--- src/rtl/cpu_pkg.sv ---
// Shared definitions for the accumulator CPU: instruction field layout,
// opcode constants and the fetch-stage state enumeration.
package cpu_pkg;

    // Instruction word layout: opcode in the upper nibble, operand below.
    localparam int INSTR_WIDTH = 8;
    localparam int OPC_MSB     = 7;
    localparam int OPC_LSB     = 4;
    localparam int IMM_MSB     = 3;
    localparam int IMM_LSB     = 0;
    localparam int OPC_WIDTH   = OPC_MSB - OPC_LSB + 1;
    localparam int IMM_WIDTH   = IMM_MSB - IMM_LSB + 1;

    // Opcodes the fetch stage and controller agree on.
    localparam logic [OPC_WIDTH-1:0] OP_NOP  = 4'b0000;
    localparam logic [OPC_WIDTH-1:0] OP_LDI  = 4'b0001;
    localparam logic [OPC_WIDTH-1:0] OP_JMPI = 4'b1000;  // branch to immediate
    localparam logic [OPC_WIDTH-1:0] OP_JMPR = 4'b1001;  // branch to register value
    localparam logic [OPC_WIDTH-1:0] OP_JZI  = 4'b1010;  // conditional, immediate target
    localparam logic [OPC_WIDTH-1:0] OP_JZR  = 4'b1011;  // conditional, register target
    localparam logic [OPC_WIDTH-1:0] OP_HALT = 4'b1111;

    // Fetch stage states.
    typedef enum logic [1:0] {
        ST_IDLE  = 2'b00,
        ST_FETCH = 2'b01,
        ST_EXEC  = 2'b10,
        ST_HALT  = 2'b11
    } fetch_state_t;

    // Extract the opcode field of an instruction word.
    function automatic logic [OPC_WIDTH-1:0] instr_opcode(input logic [INSTR_WIDTH-1:0] instr);
        return instr[OPC_MSB:OPC_LSB];
    endfunction

    // Extract the immediate / register operand field of an instruction word.
    function automatic logic [IMM_WIDTH-1:0] instr_imm(input logic [INSTR_WIDTH-1:0] instr);
        return instr[IMM_MSB:IMM_LSB];
    endfunction

endpackage

--- src/rtl/pc_next.sv ---
// Combinational next-PC selection: branch load beats increment, increment
// beats hold. The increment wraps naturally at 2^PC_WIDTH.
module pc_next #(
    parameter int PC_WIDTH = 8
) (
    input  logic [PC_WIDTH-1:0] pc,
    input  logic                load_pc,
    input  logic                sel_pc,
    input  logic                inc_pc,
    input  logic [3:0]          imm,
    input  logic [PC_WIDTH-1:0] reg_target,
    output logic [PC_WIDTH-1:0] pc_nxt
);

    // Priority mux: LoadPC (immediate or register target) > IncPC > hold.
    always_comb begin
        pc_nxt = pc;
        if (load_pc) begin
            pc_nxt = sel_pc ? PC_WIDTH'(imm) : reg_target;
        end else if (inc_pc) begin
            pc_nxt = pc + PC_WIDTH'(1);
        end
    end

endmodule

--- src/rtl/instr_fetch_unit.sv ---
// Instruction fetch stage: owns PC and IR, fetches over a req/ack handshake,
// presents opcode/immediate to the controller and applies its PC/IR controls
// on the edge that leaves EXEC.
module instr_fetch_unit #(
    parameter int                   PC_WIDTH   = 8,
    parameter int                   DATA_WIDTH = 8,
    parameter logic [PC_WIDTH-1:0]  RESET_PC   = '0
) (
    input  logic                  CLK,
    input  logic                  CLB,
    input  logic                  LoadPC,
    input  logic                  SelPC,
    input  logic                  IncPC,
    input  logic                  LoadIR,
    input  logic [DATA_WIDTH-1:0] RegVal,
    output logic                  MemReq,
    output logic [PC_WIDTH-1:0]   MemAddr,
    input  logic [7:0]            MemData,
    input  logic                  MemAck,
    output logic [3:0]            Opcode,
    output logic [3:0]            Imm,
    output logic [PC_WIDTH-1:0]   PC,
    output logic                  InstrValid,
    output logic                  Halted
);

    import cpu_pkg::*;

    fetch_state_t               state_reg;
    logic [PC_WIDTH-1:0]        pc_reg;
    logic [INSTR_WIDTH-1:0]     ir_reg;
    logic                       mem_req_reg;
    logic [OPC_WIDTH-1:0]       opcode_reg;
    logic                       instr_valid_reg;
    logic                       halted_reg;
    logic [PC_WIDTH-1:0]        pc_nxt;
    logic [PC_WIDTH-1:0]        reg_target;

    // Register-branch target is the low PC_WIDTH bits of the register operand.
    assign reg_target = RegVal[PC_WIDTH-1:0];

    pc_next #(
        .PC_WIDTH (PC_WIDTH)
    ) u_pc_next (
        .pc         (pc_reg),
        .load_pc    (LoadPC),
        .sel_pc     (SelPC),
        .inc_pc     (IncPC),
        .imm        (instr_imm(ir_reg)),
        .reg_target (reg_target),
        .pc_nxt     (pc_nxt)
    );

    // Fetch FSM with registered handshake and controller-facing outputs.
    // Opcode is loaded alongside IR so it is valid in the same cycle EXEC is
    // entered, and is forced to NOP whenever the unit falls back to FETCH.
    always_ff @(posedge CLK or negedge CLB) begin
        if (!CLB) begin
            state_reg       <= ST_IDLE;
            pc_reg          <= RESET_PC;
            ir_reg          <= '0;
            mem_req_reg     <= 1'b0;
            opcode_reg      <= OP_NOP;
            instr_valid_reg <= 1'b0;
            halted_reg      <= 1'b0;
        end else begin
            case (state_reg)
                ST_IDLE: begin
                    state_reg   <= ST_FETCH;
                    mem_req_reg <= 1'b1;
                end
                ST_FETCH: begin
                    // MemReq is always high here, so an ack is always legal.
                    if (MemAck) begin
                        ir_reg          <= MemData;
                        opcode_reg      <= instr_opcode(MemData);
                        mem_req_reg     <= 1'b0;
                        instr_valid_reg <= 1'b1;
                        state_reg       <= ST_EXEC;
                    end
                end
                ST_EXEC: begin
                    instr_valid_reg <= 1'b0;
                    if (!LoadIR) begin
                        // Halt keeps PC and leaves the opcode visible.
                        halted_reg <= 1'b1;
                        state_reg  <= ST_HALT;
                    end else begin
                        pc_reg      <= pc_nxt;
                        opcode_reg  <= OP_NOP;
                        mem_req_reg <= 1'b1;
                        state_reg   <= ST_FETCH;
                    end
                end
                ST_HALT: begin
                    // Only reset leaves HALT; everything is held.
                    state_reg <= ST_HALT;
                end
                default: begin
                    state_reg <= ST_IDLE;
                end
            endcase
        end
    end

    assign MemReq     = mem_req_reg;
    assign MemAddr    = pc_reg;
    assign PC         = pc_reg;
    assign Opcode     = opcode_reg;
    assign Imm        = instr_imm(ir_reg);
    assign InstrValid = instr_valid_reg;
    assign Halted     = halted_reg;

endmodule

--- config.mk ---
export PLATFORM = sky130hd
export DESIGN_NAME = instr_fetch_unit
export DESIGN_NICKNAME = d
export VERILOG_FILES = /design/src/rtl/cpu_pkg.sv /design/src/rtl/pc_next.sv /design/src/rtl/instr_fetch_unit.sv
export SDC_FILE = /design/constraint.sdc
export NUM_CORES = 1
export LEC_CHECK = 0
export CORE_ASPECT_RATIO = 1.2
export CORE_MARGIN = 2
export CORE_UTILIZATION = 45
export DETAILED_ROUTE_END_ITERATION = 6
export PLACE_DENSITY = 0.91
export SYNTH_ARGS = -nofsm -noshare
export SYNTH_HDL_FRONTEND = slang
export SYNTH_SLANG_ARGS = --single-unit
export TNS_END_PERCENT = 50
--- constraint.sdc ---
create_clock -name CLK -period 2.55 [get_ports CLK]
set_clock_uncertainty 0.2 [all_clocks]
set_input_delay 0.6375 -clock CLK [delete_from_list [all_inputs] [get_ports CLK]]
set_output_delay 0.6375 -clock CLK [all_outputs]
set_load 0.03 [all_outputs]
==> flow_summary_export.csv <==
group,metric,value,unit
run_status,outcome,"finished, final reports clean",
placement,numPortBuffers,49,
finish,largest_register_ffs,8,
sta,fmax,426,MHz
sta,max_slew_margin,71.8,%
die,dieArea,3120,sq um
detailed_routing,drcViolationCount,0,
detailed_routing,post_drt_wl_per_cell,14.4,um
yosys,synth-edff-count,0,
grt,grt_max_degree,22,
yosys,synthFlopType,"dfrtp_1",
yosys,ys_warn_count,0,
placement,place_ws,0.272,ns
placement,dpl-instance-area,1660,sq um
die,start_util,47.5,%
die,die_w,51.4,um
sta,post-route-period-util,92.1,%
detailed_routing,viasPerCell,5.56,
pwr,power_leakage,0.000689,uW
yosys,synth.cells.most_frequent,"21 x dfrtp_1, 9 x buf_4, 9 x nor2_1",
clock_network,clock_path_buffers,2,
worst_setup_path,cp.arrival,1.51,ns
finish,nNetsFinal,187,
yosys,syn_area,1210,sq um
finish,area_delta_synth_final,39.6,%
clock_network,cts_tree,"done",
worst_setup_path,crit_path_end_kind,"primary output",
job,cap_violations,0,
yosys,synth_top_area_cell,"dfrtp_1",
worst_setup_path,crit_type,"flip-flop to primary output",
yosys,avgSynthCellArea,10.0,sq um
worst_hold_path,hp-class,"flip-flop to flip-flop",
yosys,async_flop_share,100,%
yosys,yosysTopAreaCellShare,43.4,%
sta,holdWs,0.300,ns
clock_network,clk_root_buffer_cell,"clkbuf_4",
yosys,synth_cells,121,
detailed_routing,antenna_left,0,
grt,grt_pass1_vias,1046,
sta,hold_viol,0,
placement,hpwl,2.16,mm
grt,gr-total-overflow,0,
worst_setup_path,crit_path_top_delay_cell,"clkdlybuf4s50_1",
sta,worst-slew-pin-transition,0.421,ns
sta,fin_crit,2.35,ns
clock_network,numCtsBuffers,3,
placement,gp_congestion,0.893,
grt,grt_pass1_wl,4.60,mm
sta,drv_slew,0,
clock_network,cts_setup_buffers,0,
pwr,peakVddDrop,0.381,mV
clock_network,clk_pin_slew,0.11,ns
finish,stdcell_area,1690,sq um
yosys,yosysSeqAreaShare,43.4,%
sta,rsz0062_at_grt,"false",
worst_setup_path,cp_slowest_stage_delay,0.72,ns
clock_network,cts_resized,0,
yosys,yosysMostFrequentCell,"dfrtp_1",
yosys,ys_ff_latch,21,
grt,antenna_found_initial,0,
sta,fin_ws,0.201,ns
worst_setup_path,path_delay_family,"buffers and inverters",
yosys,ys_types,37,
worst_setup_path,crit_chain,"clkdlybuf4s50_1",
die,io_pins,50,
clock_network,cts_hold_buf,0,
detailed_routing,num_vias,1085,
detailed_routing,dr.pass1.iters,4,
worst_setup_path,cp_data_required_time,1.71,ns
worst_setup_path,crit_fanout,9,
worst_setup_path,startpoint_type,"flip-flop",
detailed_routing,routed_wl,2.81,mm
finish,layout-drive-gt1-share,9.26,%
sta,report.final.setup_viol,0,
die,chipHeight,60.8,um
clock_network,clk_latency,0.29,ns
detailed_routing,drt-initial-drc-count,21,
yosys,syn-num-nets,145,
grt,grtUsageTotal,19.2,%
pwr,cellPowerDensity,453,nW/um^2
clock_network,cts.sinks,21,
sta,finalSetupTns,0,ns
worst_setup_path,path_buf_inv,1,
clock_network,cts_htree_levels,1,
yosys,synthTopCellsByArea,"dfrtp_1 43%, buf_4 5.6%, mux2_2 5.6%",
die,core,2550,sq um
finish,n_antenna_cell,0,
die,rows,20,
==> placed cells by master, fill, tap and decap left out, types with 4 or more instances in the layout <==
| master | netlist | layout |
|---|---|---|
| nor2_1 | 9 | 9 |
| o22ai_1 | 4 | 4 |
| mux2_2 | 6 | 6 |
| dfrtp_1 | 21 | 21 |
| clkdlybuf4s50_1 | 0 | 49 |
| mux2i_1 | 6 | 6 |
| nand2_1 | 7 | 7 |
| a21oi_1 | 8 | 8 |
| o21ai_0 | 5 | 5 |
==> stage by stage <==
| stage | std cells | total power (uW) | util [%] |
|---|---|---|---|
| floorplan | 121 | 507 | - |
| global placement | 191 | 615 | 65.2 |
| detailed placement | 191 | 622 | 65.2 |
| CTS | 195 | 776 | 66.2 |
| global route | 195 | 812 | 66.2 |
| finish | 195 | 766 | 66.2 |
==> layer usage <==
layer / share of wire, % / GRT usage [%]
met1: 41 / 24.2
met2: 52 / 34.6
met3: 6.3 / 2.96
met4: 0 / 4.51
met5: 0 / 0
==> kinds of logic after synthesis <==
family                   share of synthesized area, %
AND/OR/NAND/NOR                                  22.8
flip-flops                                       43.4
buffers and inverters                            8.99
multiplexers                                     10.5
AO/OA/AOI/OAI                                    13.2
adder cells (fa/ha/maj)                          1.03
==> final cells by class <==
class	instances	area, sq um
fill	214	862
multi-input combinational	83	577
sequential	21	526
timing repair buffer	52	513
tap	33	41.3
clock buffer	4	26.3
inverter	2	7.51
==> power by group <==
part           total (uW)  switching, uW  internal (uW)
clock                 152           91.5           60.7
combinational         231            115            116
sequential            383           23.8            359
==> final timing paths <==
path / depth (start not counted) / slack, ns / end / startpoint
max: 1 / 0.20 / MemAddr[2] / MemAddr[2]
min: 1 / 0.30 / Halted / Halted
max reg2reg: 2 / 0.86 / ir_reg[2] / state_reg[1]
min reg2reg: 1 / 0.30 / Halted / Halted
max in group asynchronous: 2 / 1.44 / MemAddr[3] / CLB
min in group asynchronous: 2 / 0.49 / MemAddr[7] / CLB
No activity file was read; power rests on OpenSTA's default activity.
